[src/rtl/cfg_pkg.sv]
// Shared definitions for the configuration frame loader: FSM encoding,
// header field positions and elaboration-time sizing helpers.
package cfg_pkg;

  typedef enum logic [1:0] {
    ST_HDR  = 2'd0,
    ST_DATA = 2'd1,
    ST_DONE = 2'd2
  } state_e;

  // Tile index occupies the low bits of the header word.
  localparam int TILE_LSB = 0;

  // Sync marker sits in the top bit of the header word.
  function automatic int sync_bit(input int width);
    return width - 1;
  endfunction

  // Ceiling log2; returns 0 for v <= 1.
  function automatic int clog2(input int v);
    int r;
    r = 0;
    for (int i = 0; i < 31; i++) begin
      if ((1 << i) < v) r = i + 1;
    end
    return r;
  endfunction

  // Field widths never collapse to zero bits.
  function automatic int max1(input int v);
    return (v < 1) ? 1 : v;
  endfunction

endpackage

[src/rtl/cfg_onehot_dec.sv]
// Index-to-one-hot decoder gated by an enable; the demux counterpart of the
// routing select mux.
module cfg_onehot_dec #(
  parameter int AW = 2,
  parameter int N  = 4
) (
  input  logic          en_i,
  input  logic [AW-1:0] idx_i,
  output logic [N-1:0]  onehot_o
);

  // Raise exactly the bit selected by idx_i when enabled, nothing otherwise.
  always_comb begin
    onehot_o = '0;
    for (int i = 0; i < N; i++) begin
      if (en_i && (idx_i == AW'(i))) onehot_o[i] = 1'b1;
    end
  end

endmodule

[src/rtl/cfg_frame_loader.sv]
// Word-serial configuration loader: a header word selects a tile, the
// following WORDS_PER_TILE words are written into that tile's config
// register file through a one-hot strobe.
module cfg_frame_loader
  import cfg_pkg::*;
#(
  parameter int WIDTH          = 8,
  parameter int NUM_TILES      = 4,
  parameter int WORDS_PER_TILE = 4
) (
  input  logic                                  clk,
  input  logic                                  rst,
  input  logic                                  in_valid,
  input  logic [WIDTH-1:0]                      in_data,
  output logic                                  in_ready,
  output logic [NUM_TILES-1:0]                  cfg_we,
  output logic [max1(clog2(WORDS_PER_TILE))-1:0] cfg_addr,
  output logic [WIDTH-1:0]                      cfg_data,
  output logic                                  done,
  output logic                                  err
);

  localparam int AW   = max1(clog2(NUM_TILES));
  localparam int CW   = max1(clog2(WORDS_PER_TILE));
  localparam int SYNC = sync_bit(WIDTH);

  localparam logic [AW:0]   NT_LIM = (AW+1)'(NUM_TILES);
  localparam logic [CW-1:0] LAST   = CW'(WORDS_PER_TILE - 1);

  state_e               state_q, state_d;
  logic [CW-1:0]        cnt_q, cnt_d;
  logic [AW-1:0]        tile_q, tile_d;
  logic [NUM_TILES-1:0] we_q, we_d;
  logic [CW-1:0]        addr_q, addr_d;
  logic [WIDTH-1:0]     data_q, data_d;
  logic                 done_q, done_d;
  logic                 err_q, err_d;
  // Holds in_ready low while reset is applied and releases it on the
  // first clock edge after reset deasserts.
  logic                 rdy_q;

  logic                 accept;
  logic                 hdr_ok;
  logic                 strobe_en;
  logic [AW-1:0]        hdr_tile;
  logic [NUM_TILES-1:0] dec_we;

  assign in_ready  = rdy_q && (state_q != ST_DONE);
  assign accept    = in_valid && in_ready;
  assign hdr_tile  = in_data[TILE_LSB +: AW];
  assign hdr_ok    = in_data[SYNC] && ({1'b0, hdr_tile} < NT_LIM);
  assign strobe_en = accept && (state_q == ST_DATA);

  cfg_onehot_dec #(
    .AW (AW),
    .N  (NUM_TILES)
  ) u_dec (
    .en_i     (strobe_en),
    .idx_i    (tile_q),
    .onehot_o (dec_we)
  );

  // Next-state and registered-output logic for the header/data/done sequence.
  always_comb begin
    state_d = state_q;
    cnt_d   = cnt_q;
    tile_d  = tile_q;
    we_d    = '0;
    addr_d  = addr_q;
    data_d  = data_q;
    done_d  = 1'b0;
    err_d   = 1'b0;
    case (state_q)
      ST_HDR: begin
        if (accept) begin
          if (hdr_ok) begin
            tile_d  = hdr_tile;
            cnt_d   = '0;
            state_d = ST_DATA;
          end else begin
            err_d = 1'b1;
          end
        end
      end
      ST_DATA: begin
        if (accept) begin
          we_d   = dec_we;
          addr_d = cnt_q;
          data_d = in_data;
          cnt_d  = cnt_q + 1'b1;
          if (cnt_q == LAST) begin
            state_d = ST_DONE;
            done_d  = 1'b1;
          end
        end
      end
      ST_DONE: begin
        state_d = ST_HDR;
      end
      default: begin
        state_d = ST_HDR;
      end
    endcase
  end

  // State, counter and output registers with asynchronous reset.
  always_ff @(posedge clk or posedge rst) begin
    if (rst) begin
      state_q <= ST_HDR;
      cnt_q   <= '0;
      tile_q  <= '0;
      we_q    <= '0;
      addr_q  <= '0;
      data_q  <= '0;
      done_q  <= 1'b0;
      err_q   <= 1'b0;
      rdy_q   <= 1'b0;
    end else begin
      state_q <= state_d;
      cnt_q   <= cnt_d;
      tile_q  <= tile_d;
      we_q    <= we_d;
      addr_q  <= addr_d;
      data_q  <= data_d;
      done_q  <= done_d;
      err_q   <= err_d;
      rdy_q   <= 1'b1;
    end
  end

  assign cfg_we   = we_q;
  assign cfg_addr = addr_q;
  assign cfg_data = data_q;
  assign done     = done_q;
  assign err      = err_q;

endmodule

[config.mk]
export PLATFORM = sky130hd
export DESIGN_NAME = cfg_frame_loader
export DESIGN_NICKNAME = d
export VERILOG_FILES = /design/src/rtl/cfg_pkg.sv /design/src/rtl/cfg_onehot_dec.sv /design/src/rtl/cfg_frame_loader.sv
export SDC_FILE = /design/constraint.sdc
export NUM_CORES = 1
export LEC_CHECK = 0
export CAP_MARGIN = 0
export CORE_UTILIZATION = 48
export DETAILED_ROUTE_END_ITERATION = 10
export PLACE_DENSITY = 0.82
export SKIP_CTS_REPAIR_TIMING = 1
export SLEW_MARGIN = 20
export SYNTH_ARGS = -nofsm -noshare
export SYNTH_HDL_FRONTEND = slang
export SYNTH_SLANG_ARGS = --single-unit
[constraint.sdc]
create_clock -name clk -period 2.64 [get_ports clk]
set_input_delay 0.528 -clock clk [delete_from_list [all_inputs] [get_ports clk]]
set_output_delay 0.528 -clock clk [all_outputs]
set_load 0.01 [all_outputs]
==> results of run 1 <==
registers in the layout, indices dropped and copies added, names as in the netlist:
register / flops
tile_q: 2
err: 1
cfg_addr: 2
done: 1
cnt_q: 2
cfg_data: 8
rdy_q: 1
state_q: 2
cfg_we: 4
how the worst max path moves through the flow:
stage,from,to,slack [ps],cells after the start
after floorplan,in_valid,cfg_data[0],1240,4
after global placement,in_valid,tile_q[0],700,4
after detailed placement,in_valid,tile_q[1],670,4
after CTS,state_q[0],in_ready,430,3
after global routing,state_q[0],in_ready,320,3
final,state_q[0],in_ready,440,3
routing by layer:
metal,GRT usage [%],vias up
li1,-,275
met3,5.95,5
met5,0,-
met2,23.1,26
met4,10.9,0
met1,22.2,294
kinds of logic after synthesis:
kind of cell	Yosys count	share of synthesized area, %
compound gates	6	3.56
fa+ha+maj	1	1.37
buf+inv	5	3.29
flops	23	63.0
mux	12	16.8
other cells	1	0.411
simple gates	15	11.5
cell type report:
| cell class | instances | share of cell area (%) |
|---|---|---|
| Clock buffer | 4 | 2.15 |
| Timing Repair Buffer | 27 | 22.1 |
| Multi-Input combinational cell | 35 | 25.2 |
| Inverter | 3 | 0.921 |
| Tap cell | 25 | 2.56 |
| Sequential cell | 23 | 47.1 |
synthesized netlist by cell type:
cell type,number
mux2_4,5
nand3b_1,1
a21boi_0,1
buf_4,1
inv_1,3
mux2_2,7
nand4_1,1
and3_2,3
nor3b_1,2
nand2_1,1
dfrtp_1,23
ha_1,1
and4_2,1
conb_1,1
nand2_4,1
nor2_1,1
buf_6,1
nor3_1,2
o21ai_0,4
nand3_1,1
and3b_2,1
a21oi_1,1
stage by stage:
stage / util, % / cell area (um^2) / std cells / setup WS [ps] / power, mW
3_3_place_gp: 67.8 / 1200 / 113 / 700 / 0.998
4_1_cts: 69.3 / 1220 / 117 / 426 / 1.17
3_5_place_dp: 67.8 / 1200 / 113 / 674 / 1.01
2_1_floorplan: - / 913 / 63 / 1240 / 0.798
6_report: 69.3 / 1220 / 117 / 438 / 1.17
5_1_grt: 69.3 / 1220 / 117 / 322 / 1.24
cell usage in the layout (no fill, tap or decap), drive strengths merged:
| cell type | n |
|---|---|
| and3b | 1 |
| o21ai | 4 |
| and3 | 3 |
| and4 | 1 |
| nand2 | 2 |
| nand3 | 1 |
| nor3b | 2 |
| a21boi | 1 |
| ha | 1 |
| mux2 | 12 |
| a21oi | 1 |
| nor2 | 1 |
| nand3b | 1 |
| dfrtp | 23 |
| conb | 1 |
| nand4 | 1 |
| nor3 | 2 |
| clkbuf | 4 |
| inv | 3 |
| clkdlybuf4s50 | 27 |
report_power, final:
group | internal [mW] | leakage, nW | switching, mW | total, mW
Clock | 0.0590 | 0.0150 | 0.103 | 0.162
Sequential | 0.475 | 0.288 | 0.0905 | 0.566
Combinational | 0.286 | 0.261 | 0.154 | 0.440
Total | 0.820 | 0.564 | 0.348 | 1.17
critical path, delay by kind of cell (launching register included):
kind                   cells  cell delay, ps
buffers and inverters      2             660
AOI/OAI and AO/OA          1             190
DFF                        1             510
==> impl_metrics.py, run 1 <==
metrics = {
    "sta": {
        "rsz0062_at_grt": "false",
        "slew_viol_final": 0,
        "post-route-period-util_pct": 83.4,
        "finalSetupTns_ps": 0,
        "worstMarginPinSlew_ps": 819,
        "hold_slack_ps": 472,
        "clock.fmax_mhz": 454,
        "finalSetupViolations": 0,
        "relSlewSlack_pct": 45.4,
        "finalCriticalPeriod_ps": 2200,
        "fin_skew_ps": 3.57,
        "hold_viol": 0,
    },
    "logic_synthesis": {
        "ys_top_cells_by_area": "dfrtp_1 (63%), mux2_2 (8.6%), mux2_4 (8.2%)",
        "ys_warn_count": 0,
        "synth_cells": 63,
        "syn_avg_cell_area_um2": 14.5,
        "netlist-cell-type-count": 22,
        "synth.largest_area_cell": "dfrtp_1",
        "netlist_area_um2": 913,
        "synth.ff_latch_count": 23,
        "synthesis.nets": 75,
        "ys_seq_area_share_pct": 63.0,
        "synthDominantCellAreaShare_pct": 63.0,
    },
    "die": {
        "die_h_um": 45.6,
        "die_x_um": 45.6,
        "core_um2": 1760,
        "start_util_pct": 51.8,
        "fp-row-count": 15,
        "ios": 28,
        "die_area_um2": 2080,
    },
    "worst_setup_path": {
        "slowest_stage": "clkdlybuf4s50_1",
        "worstSetupPathType": "reg2out",
        "start_kind": "flop",
        "rr_startpoint": "rdy_q",
        "crit_path_max_incr_delay_ps": 560,
        "crit_required_ps": 2110,
        "crit_fanout": 8,
        "r2r_end": "cfg_addr[0]",
        "worstPathCellList": "inv_1 -> a21boi_0 -> clkdlybuf4s50_1",
        "r2r_setup_slack_ps": 1260,
        "critPathArrivalTime_ps": 1670,
        "cp-end-kind": "output port",
        "r2r_cells": 3,
    },
    "clocking": {
        "cts.path.max_buffers": 2,
        "cts_tree": "yes",
        "clkLatencyLatePin_ps": 310,
        "root_buffer": "clkbuf_4",
        "cts_htree_levels": 1,
        "cts_made_buffers": 3,
        "path_clk_slew_ps": 120,
        "clkSinkCount": 23,
    },
    "hold_path": {
        "hp-class": "reg2reg",
        "hold_end": "state_q[0]",
        "worst_hold_path.num_cells": 1,
        "worstHoldStart": "state_q[1]",
    },
    "run": {
        "drv_cap": 0,
    },
    "routing": {
        "num_vias": 600,
        "wl_per_cell_um": 12.8,
        "met1_length_um": 719,
        "wl_um": 1490,
        "post-route-drc-count": 0,
        "met3_length_um": 82,
        "highest_layer": "met4",
        "dr.pass1.iters": 4,
        "wl_met2_um": 654,
        "viasPerCell": 5.13,
        "drt_iter0_markers": 11,
        "antenna_left": 0,
    },
    "finish": {
        "drive_above_1_share_pct": 22.8,
        "area_delta_synth_final_pct": 33.8,
        "antenna_cells": 0,
        "final-seq-area_um2": 576,
        "fin_nets": 105,
        "multi_input_area_um2": 308,
        "fillers": 138,
    },
    "global_routing": {
        "grt_pass1_vias": 513,
        "grt_max_degree": 24,
        "grt_pass1_wl_um": 2320,
        "grt_overflow": 0,
        "antenna_found_initial": 0,
        "grt_usage_pct": 16.8,
    },
    "place": {
        "hpwlAfterDp_um": 1030,
        "port_buffers": 27,
        "gp_congestion": 0.812,
    },
    "run_status": {
        "status": "finished clean",
    },
    "power": {
        "powerDensity_nw_per_um2": 955,
        "irDropWorstVdd_mv": 0.498,
        "p_leak_nw": 0.564,
    },
}
Note: power is estimated with default switching activity, not from simulation.
==> run 2, diff against run 1 <==
Settings changed: CORE_UTILIZATION 48 to 40, PLACE_DENSITY 0.82 to 0.73.
Clock period 2.64 ns to 2 ns, I/O delays scaled along.
==> impl_metrics.py, run 2 (synthesis gave the netlist of run 1 again) <==
metrics = {
    "sta": {
        "rsz0062_at_grt": "false",
        "setup_slack_ps": 119,
        "post-route-period-util_pct": 94.0,
        "finalSetupTns_ps": 0,
        "slew_viol_final": 0,
        "fin_skew_ps": 2.54,
        "finalCriticalPeriod_ps": 1880,
        "hold_viol": 0,
        "finalSetupViolations": 0,
        "clock.fmax_mhz": 532,
    },
    "routing": {
        "antenna_left": 0,
        "drt_iter0_markers": 2,
        "wl_um": 1510,
        "post-route-drc-count": 0,
        "dr.pass1.iters": 5,
        "viasPerCell": 4.75,
        "wl_per_cell_um": 12.2,
        "num_vias": 584,
    },
    "place": {
        "post-place-ws_ps": 160,
        "hpwlAfterDp_um": 1120,
        "gp_congestion": 0.760,
        "port_buffers": 27,
    },
    "finish": {
        "multi_input_area_um2": 308,
        "layout_commonest_cell": "clkdlybuf4s50_1",
        "utilization_pct": 60.9,
        "final-seq-area_um2": 577,
        "antenna_cells": 0,
        "fin_nets": 109,
        "drive_above_1_share_pct": 27.1,
        "area_delta_synth_final_pct": 37.5,
        "fillers": 164,
        "largest_reg_flops": 8,
        "final_cell_mix": "clkdlybuf4s50_1 (27), dfrtp_1 (22), mux2_2 (7), mux2_4 (5)",
    },
    "die": {
        "core_um2": 2060,
        "die_h_um": 49.8,
        "die_x_um": 49.8,
        "fp-row-count": 16,
        "start_util_pct": 44.3,
        "die_area_um2": 2480,
        "ios": 28,
    },
    "worst_setup_path": {
        "worstSetupPathType": "reg2out",
        "cp-end-kind": "output port",
        "slowest_stage": "clkdlybuf4s50_1",
        "critPathArrivalTime_ps": 1480,
        "crit_required_ps": 1600,
        "critPathBufInv": 2,
        "worstPathCellList": "inv_1 -> a21boi_0 -> clkdlybuf4s50_1",
        "start_kind": "flop",
        "crit_fanout": 4,
        "cpLargestDelayFamily": "buffers and inverters",
        "crit_path_max_incr_delay_ps": 560,
    },
    "global_routing": {
        "grt_pass1_wl_um": 2540,
        "grt_overflow": 0,
        "grt_pass1_vias": 586,
        "grt_usage_pct": 14.4,
        "antenna_found_initial": 0,
        "grt_max_degree": 16,
    },
    "clocking": {
        "cts_made_buffers": 3,
        "clkLatencyLatePin_ps": 300,
        "root_buffer": "clkbuf_4",
        "clkSinkCount": 23,
        "cts_tree": "yes",
        "cts.path.max_buffers": 2,
        "cts_htree_levels": 1,
        "path_clk_slew_ps": 110,
    },
    "power": {
        "p_switching_mw": 0.446,
        "clockPowerShare_pct": 12.9,
        "seqPwrFrac_pct": 47.0,
        "p_leak_nw": 0.582,
        "power_mw": 1.55,
        "powerDensity_nw_per_um2": 1230,
        "power_switching_share_pct": 28.8,
        "power.internal_mw": 1.10,
        "irDropWorstVdd_mv": 0.592,
        "comb_power_share_pct": 40.1,
    },
    "run": {
        "drv_cap": 0,
    },
    "hold_path": {
        "hp-class": "in2async",
    },
    "run_status": {
        "status": "finished clean",
    },
}
-- run 2: worst register-to-register path, cell delays in order (launching register included) --
cell,delay (ps)
dfrtp_1,410
and3b_2,300
and3_2,210
mux2_2,330
-- run 2: worst paths after layout --
path,slack (ps),depth (start not counted),end,start
hold reg to reg,470,1,state_q[0],state_q[1]
min in group clk,470,1,state_q[0],state_q[1]
max in group asynchronous,1430,3,state_q[0],rst
setup reg to reg,640,3,tile_q[1],state_q[1]
hold / removal,420,3,cfg_data[6],rst
setup / recovery,120,3,in_ready,state_q[0]
-- run 2: routing by layer --
layer	routed length (um)	share of wire [%]	GRT usage, %	vias to the layer above
li1	-	-	-	286
met1	698	46	17.6	271
met2	698	46	22.5	23
met3	57	3.8	1.85	4
met4	51	3.4	11.4	0
met5	0	0	0	-
-- run 2: per-stage QoR --
step / cells / hold slack [ps] / area [um^2]
final: 123 / 416 / 1260
after global routing: 123 / 424 / 1260
after CTS: 122 / 423 / 1250
after detailed placement: 118 / 448 / 1220
after global placement: 118 / 443 / 1220
after floorplan: 63 / 402 / 913
-- run 2: cell type report --
type | count | share of cell area, %
inverter | 3 | 0.896
multi-input combinational | 35 | 24.5
tap | 27 | 2.69
sequential | 23 | 45.9
timing repair buffer | 31 | 23.9
clock buffer | 4 | 2.09
-- run 2: power by group through the flow --
| stage | combinational (mW) | clock, mW | sequential, mW |
|---|---|---|---|
| after floorplan | 0.278 | 0 | 0.776 |
| after global placement | 0.582 | 0 | 0.742 |
| after detailed placement | 0.596 | 0 | 0.753 |
| after CTS | 0.600 | 0.211 | 0.741 |
| after global routing | 0.669 | 0.233 | 0.755 |
| final | 0.621 | 0.200 | 0.729 |
